<file path="src/rtl/mcoi_bram_mailbox_responder_pkg.sv">
// Shared mailbox record layouts, status codes and FSM states for the PS<->PL BRAM mailbox.
// Also used by the PS-side software header generator.
package mcoi_bram_mailbox_responder_pkg;

   typedef struct packed {
      logic        valid;
      logic [6:0]  seq;
      logic [7:0]  opcode;
      logic [15:0] len;
   } mbox_hdr_t;

   typedef struct packed {
      logic        done;
      logic [6:0]  seq;
      logic [7:0]  status;
      logic [15:0] count;
   } mbox_rsp_t;

   localparam logic [7:0] MBOX_OK      = 8'h00;
   localparam logic [7:0] MBOX_BAD_LEN = 8'hFD;
   localparam logic [7:0] MBOX_TIMEOUT = 8'hFE;

   typedef enum logic [3:0] {
      S_IDLE,
      S_RD_HDR,
      S_WAIT_HDR,
      S_CHECK,
      S_RD_PAY,
      S_WAIT_PAY,
      S_PRESENT,
      S_WAIT_RSP,
      S_WR_RSP,
      S_CLR_HDR
   } mbox_state_t;

   function automatic mbox_hdr_t mbox_hdr_unpack(input logic [31:0] w);
      return mbox_hdr_t'(w);
   endfunction

   function automatic logic [31:0] mbox_hdr_clear(input mbox_hdr_t h);
      mbox_hdr_t c;
      c       = h;
      c.valid = 1'b0;
      return c;
   endfunction

   function automatic logic [31:0] mbox_rsp_pack(input logic [6:0]  seq,
                                                 input logic [7:0]  status,
                                                 input logic [15:0] count);
      mbox_rsp_t r;
      r.done   = 1'b1;
      r.seq    = seq;
      r.status = status;
      r.count  = count;
      return r;
   endfunction

endpackage

</file>
<file path="src/rtl/mcoi_bram_mailbox_responder.sv">
// PL-side mailbox responder: polls the command header over BRAM port B, streams the payload
// to the app, writes the response record and clears VALID. Optional: MCOI_MAILBOX_TIMEOUT_EN.
module mcoi_bram_mailbox_responder
   import mcoi_bram_mailbox_responder_pkg::*;
#(
   parameter int ADDR_W      = 10,
   parameter int CMD_BASE    = 0,
   parameter int RSP_BASE    = 512,
   parameter int MAX_LEN     = 255,
   parameter int POLL_CYCLES = 1024,
   parameter int TIMEOUT     = 2**20
) (
   input  logic              clk,
   input  logic              reset_n,
   output logic              bram_en,
   output logic [3:0]        bram_we,
   output logic [ADDR_W-1:0] bram_addr,
   output logic [31:0]       bram_din,
   input  logic [31:0]       bram_dout,
   output logic              cmd_valid,
   input  logic              cmd_ready,
   output logic [7:0]        cmd_opcode,
   output logic [31:0]       cmd_data,
   output logic              cmd_first,
   output logic              cmd_last,
   input  logic              rsp_valid,
   input  logic [7:0]        rsp_status,
   output logic              busy,
   output logic              done_pulse
);

   localparam int POLL_W = $clog2(POLL_CYCLES);

   mbox_state_t       r_state, w_next;
   logic [POLL_W-1:0] r_poll;
   logic [31:0]       r_hdr_raw;
   logic [15:0]       r_idx;
   logic [31:0]       r_data;
   logic [7:0]        r_status;
   logic              r_done;

   mbox_hdr_t         w_hdr;
   logic              w_poll_hit;
   logic              w_last;
   logic              w_tmo_hit;
   logic [ADDR_W-1:0] w_pay_addr;

   assign w_hdr      = mbox_hdr_unpack(r_hdr_raw);
   assign w_poll_hit = (r_poll == POLL_W'(POLL_CYCLES - 1));
   assign w_last     = (r_idx == w_hdr.len - 16'd1);
   assign w_pay_addr = ADDR_W'(CMD_BASE + 1 + int'(r_idx));

`ifdef MCOI_MAILBOX_TIMEOUT_EN
   localparam int TMO_W = $clog2(TIMEOUT);
   logic [TMO_W-1:0] r_tmo;

   // Counts only while stalled on the app; any state change or handshake restarts it.
   always_ff @(posedge clk) begin
      if (!reset_n)
         r_tmo <= '0;
      else if ((r_state == S_PRESENT && !cmd_ready) || (r_state == S_WAIT_RSP && !rsp_valid))
         r_tmo <= r_tmo + TMO_W'(1);
      else
         r_tmo <= '0;
   end

   assign w_tmo_hit = (r_tmo == TMO_W'(TIMEOUT - 1));
`else
   assign w_tmo_hit = 1'b0;
`endif

   // Poll counter free-runs so VALID=0 headers are re-read at a fixed POLL_CYCLES period.
   always_ff @(posedge clk) begin
      if (!reset_n) begin
         r_state   <= S_IDLE;
         r_poll    <= '0;
         r_hdr_raw <= '0;
         r_idx     <= '0;
         r_data    <= '0;
         r_status  <= '0;
         r_done    <= 1'b0;
      end else begin
         r_state <= w_next;
         r_poll  <= w_poll_hit ? '0 : r_poll + POLL_W'(1);
         r_done  <= (r_state == S_CLR_HDR);
         case (r_state)
            S_WAIT_HDR: r_hdr_raw <= bram_dout;
            S_CHECK: begin
               r_idx <= '0;
               if (w_hdr.len > 16'(MAX_LEN))
                  r_status <= MBOX_BAD_LEN;
            end
            S_WAIT_PAY: r_data <= bram_dout;
            S_PRESENT: begin
               if (cmd_ready)
                  r_idx <= r_idx + 16'd1;
               else if (w_tmo_hit)
                  r_status <= MBOX_TIMEOUT;
            end
            S_WAIT_RSP: begin
               if (rsp_valid)
                  r_status <= rsp_status;
               else if (w_tmo_hit)
                  r_status <= MBOX_TIMEOUT;
            end
            default: ;
         endcase
      end
   end

   always_comb begin
      w_next    = r_state;
      bram_en   = 1'b0;
      bram_we   = 4'h0;
      bram_addr = '0;
      bram_din  = '0;
      busy      = 1'b0;
      case (r_state)
         S_IDLE: begin
            if (w_poll_hit)
               w_next = S_RD_HDR;
         end
         S_RD_HDR: begin
            bram_en   = 1'b1;
            bram_addr = ADDR_W'(CMD_BASE);
            w_next    = S_WAIT_HDR;
         end
         S_WAIT_HDR: w_next = S_CHECK;
         S_CHECK: begin
            if (!w_hdr.valid)
               w_next = S_IDLE;
            else if (w_hdr.len > 16'(MAX_LEN))
               w_next = S_WR_RSP;
            else if (w_hdr.len == 16'd0)
               w_next = S_WAIT_RSP;
            else
               w_next = S_RD_PAY;
         end
         S_RD_PAY: begin
            busy      = 1'b1;
            bram_en   = 1'b1;
            bram_addr = w_pay_addr;
            w_next    = S_WAIT_PAY;
         end
         S_WAIT_PAY: begin
            busy   = 1'b1;
            w_next = S_PRESENT;
         end
         S_PRESENT: begin
            busy = 1'b1;
            if (cmd_ready)
               w_next = w_last ? S_WAIT_RSP : S_RD_PAY;
            else if (w_tmo_hit)
               w_next = S_WR_RSP;
         end
         S_WAIT_RSP: begin
            busy = 1'b1;
            if (rsp_valid || w_tmo_hit)
               w_next = S_WR_RSP;
         end
         S_WR_RSP: begin
            busy      = 1'b1;
            bram_en   = 1'b1;
            bram_we   = 4'hF;
            bram_addr = ADDR_W'(RSP_BASE);
            bram_din  = mbox_rsp_pack(w_hdr.seq, r_status, r_idx);
            w_next    = S_CLR_HDR;
         end
         S_CLR_HDR: begin
            busy      = 1'b1;
            bram_en   = 1'b1;
            bram_we   = 4'hF;
            bram_addr = ADDR_W'(CMD_BASE);
            bram_din  = mbox_hdr_clear(w_hdr);
            w_next    = S_IDLE;
         end
         default: w_next = S_IDLE;
      endcase
   end

   assign cmd_valid  = (r_state == S_PRESENT);
   assign cmd_data   = cmd_valid ? r_data : '0;
   assign cmd_opcode = cmd_valid ? w_hdr.opcode : '0;
   assign cmd_first  = cmd_valid && (r_idx == 16'd0);
   assign cmd_last   = cmd_valid && w_last;
   assign done_pulse = r_done;

endmodule

</file>
<file path="config.mk">
export PLATFORM = sky130hd
export DESIGN_NAME = mcoi_bram_mailbox_responder
export DESIGN_NICKNAME = d
export VERILOG_FILES = /design/src/rtl/mcoi_bram_mailbox_responder_pkg.sv /design/src/rtl/mcoi_bram_mailbox_responder.sv
export SDC_FILE = /design/constraint.sdc
export NUM_CORES = 1
export LEC_CHECK = 0
export ABC_AREA = 1
export BUFFER_PORTS_ARGS = -buffer_cell sky130_fd_sc_hd__clkbuf_2
export CAP_MARGIN = 40
export CORE_UTILIZATION = 30
export CTS_BUF_LIST = sky130_fd_sc_hd__clkbuf_16
export CTS_CLUSTER_DIAMETER = 80
export DETAILED_ROUTE_END_ITERATION = 8
export SYNTH_ARGS = -nofsm -noshare
export SYNTH_HDL_FRONTEND = slang
export SYNTH_SLANG_ARGS = --single-unit
</file>
<file path="constraint.sdc">
create_clock -name clk -period 1.65 [get_ports clk]
set_input_delay 0.165 -clock clk [delete_from_list [all_inputs] [get_ports clk]]
set_output_delay 0.165 -clock clk [all_outputs]
set_load 0.03 [all_outputs]
</file>
==> out/qor.csv <==
stage,metric,value,unit
outcome,status,finished with violations,
outcome,violations,setup timing,
timing,final_max_slew_viol_count,0,
detailed_routing,vias,6205,
detailed_routing,dr.pass1.iters,5,
logic_synthesis,synthFlopType,dfxtp_1,
detailed_routing,vias_per_cell,4.78,
floorplanning,core,17400,sq um
detailed_routing,routed_wl,20600,microns
logic_synthesis,synth.top_cell.area_share,0.386,
clocking,hold_buffers,0,
logic_synthesis,yosysTopAreaCell,dfxtp_1,
logic_synthesis,postSynthAreaPerCell,6.65,sq um
placed_design,pre_cts_slack,-0.256,ns
logic_synthesis,synth_cell_types,37,
setup_path,worstSetupEndpointType,output pin,
clocking,cts_max_level,3,
clocking,clk_pin_slew,0.08,ns
setup_path,cp_cell_sequence,"inv_2, ha_4, xor2_1, nand2_1, nor2_1, nand3_1, nor2_1, nand2_1, nor2_2, nand3_2, inv_2, buf_8",
power,vdd_ir_drop_max,0.520,mV
timing,grt_setup_unrepaired,yes,
timing,finalCritPeriodShare,1.29,
logic_synthesis,synthCells,802,
timing,hold_viol_final,0,
grt,grt_pass1_vias,5588,
setup_path,cp_slowest_stage_delay,0.36,ns
clocking,cts_tree,done,
timing,tightest_slew,0.568,ns
logic_synthesis,synth_mux_area_frac,0,
logic_synthesis,synth_top_family_by_area,simple AND/OR/NAND/NOR gates,
floorplanning,die_width,135,microns
grt,grt_max_degree,55,
logic_synthesis,netlist_area,5340,sq um
timing,fin_ws,-0.483,ns
logic_synthesis,synth.net_count,850,
setup_path,worst_ep_arrival_time,1.97,ns
timing,max_slew_margin,0.621,
logic_synthesis,yosys.area_share.simple,0.264,
placed_design,gp_congestion,0.898,
logic_synthesis,synth_fa_ha_area_frac,0.00938,
setup_path,critPathSlowestCell,dfxtp_2,
detailed_routing,drt_iter0_drc,314,
floorplanning,rows,48,
floorplanning,die_h,135,microns
timing,finalCriticalPeriod,2.13,ns
logic_synthesis,ys_top_cells_by_count,"125 x nand2_1, 124 x inv_1, 115 x nor2_1, 103 x dfxtp_1, 77 x a21oi_1",
floorplanning,ios,136,
setup_path,cp-start-kind,register,
grt,track_usage,0.206,
grt,grt_overflow,0,
setup_path,path_class,reg2out,
logic_synthesis,synth-xor-area-share,0.0312,
grt,antenna_found_initial,0,
final_layout,area_growth,87.8,%
clocking,clk_path_buf_depth,2,
logic_synthesis,synth_most_common_cell,nand2_1,
logic_synthesis,ys_seq_area_frac,0.386,
detailed_routing,drc,0,
timing,max_freq,0.469,GHz
floorplanning,dieArea,18300,sq um
floorplanning,initial_utilization,0.307,
final_layout,finalNetCount,1117,
power,powerDensity,496,nW/um^2
placed_design,dp_hpwl,13000,microns
power,p_leak,4.12,nW
logic_synthesis,async_reset_ff_frac,0,
detailed_routing,wl_per_cell,15.8,microns
final_layout,drive_gt1_frac,0.492,
logic_synthesis,synth_compound_area_frac,0.186,
logic_synthesis,yosys-top-cells-area,"dfxtp_1 39%, nand2_1 8.8%, inv_1 8.7%, nor2_1 8.1%, a21oi_1 7.2%",
clocking,clkSinkCount,103,
clocking,clk_latency,0.36,ns
final_layout,diodes,0,
timing,clock_skew,0.0119,ns
job,drv_cap,0,
timing,setup_violations,117,
logic_synthesis,yosysWarningCount,0,
logic_synthesis,synth_seq_cells,103,
detailed_routing,ant_nets,0,
clocking,numCtsBuffers,9,
grt,grt_pass1_wl,29000,microns
logic_synthesis,synth-edff-count,0,
clocking,cts_root_buffer,clkbuf_16,
setup_path,required,1.48,ns
setup_path,crit_fanout,2,
placed_design,io_buffers,135,
worst_hold_path,hold_class,in2reg,
timing,hold_ws,0.0856,ns
## layer usage
layer | wire length, microns | share of wire | up-vias | GRT usage
met4 | 544 | 0.026 | 0 | 0.0662
met1 | 9460 | 0.46 | 2902 | 0.288
met3 | 938 | 0.046 | 35 | 0.0400
met5 | 0 | 0 | - | 0
li1 | - | - | 3102 | -
met2 | 9610 | 0.47 | 166 | 0.314
## registers in the layout, indices dropped and copies added, names as in the netlist
name / flops
done_pulse: 1
r_data: 32
r_hdr_raw: 32
r_idx: 16
r_poll: 10
r_state: 4
r_status: 8
## through the flow
step	std cells	utilization	instance area [sq um]	total power, mW	TNS, ns
2_1_floorplan	802	-	5380	2.62	0
6_report	1299	0.577	10000	4.97	-24.03
3_3_place_gp	1233	0.406	7050	2.72	-1.30
5_1_grt	1299	0.577	10000	5.14	-33.28
3_5_place_dp	1233	0.406	7050	2.72	-1.35
4_1_cts	1272	0.509	8830	4.96	-18.00
## final cells by class
class                           instances  area, sq um
Timing Repair Buffer                  290         3000
Inverter                              138          564
Tap cell                              225          282
Multi-Input combinational cell        527         3770
Clock buffer                            9          225
Clock inverter                          7         87.6
Sequential cell                       103         2080
Fill cell                            1484         7340
## cell families (layout without fill, tap and decap cells)
family | Yosys count | after routing
AND/OR/NAND/NOR | 317 | 317
AO/OA/AOI/OAI | 187 | 187
buffers and inverters | 172 | 444
flip-flops | 103 | 103
XOR/XNOR | 19 | 19
adder cells (fa/ha/maj) | 4 | 4
## worst max-delay path: cells and delay by family, from the launching register on
| family | cells | cell delay, ns |
|---|---|---|
| simple gates | 7 | 0.59 |
| flops | 1 | 0.36 |
| buf+inv | 3 | 0.26 |
| fa+ha+maj | 1 | 0.26 |
| xor+xnor | 1 | 0.15 |
## final timing paths
path                  from           to  slack [ns]  cells after the start
max           r_hdr_raw[1]     cmd_last       -0.48                     12
min          rsp_status[1]  r_status[1]        0.09                      3
max reg2reg     r_state[0]     r_idx[0]       -0.34                     13
min reg2reg      r_data[0]    r_data[0]        0.47                      2
## where the power goes
part | internal [mW] | total, mW | switching [mW]
sequential | 2.48 | 2.49 | 0.00345
combinational | 0.0832 | 0.214 | 0.131
clock | 1.21 | 2.27 | 1.06
## repair_timing
item                                    in CTS  in global routing
pin swaps                                   35                 47
resized for setup                          300                332
gates cloned                                 4                  9
endpoints found under the setup margin      97                159
buffers inserted                            24                 29
## cells in the final DEF (no fill, tap or decap), drive strengths merged
cell type	count
xnor2	3
o31ai	1
o21ai	75
a211oi	7
inv	135
bufinv	1
nand4	4
nor4	5
o22ai	26
clkbuf	70
xor2	16
ha	4
nand3	36
clkinv	5
nor2	121
a21oi	77
clkinvlp	4
nor3	19
buf	229
nor3b	2
or2	1
nand2	128
dfxtp	103
nand3b	1
o21bai	1
No activity file was read; power rests on OpenSTA's default activity.
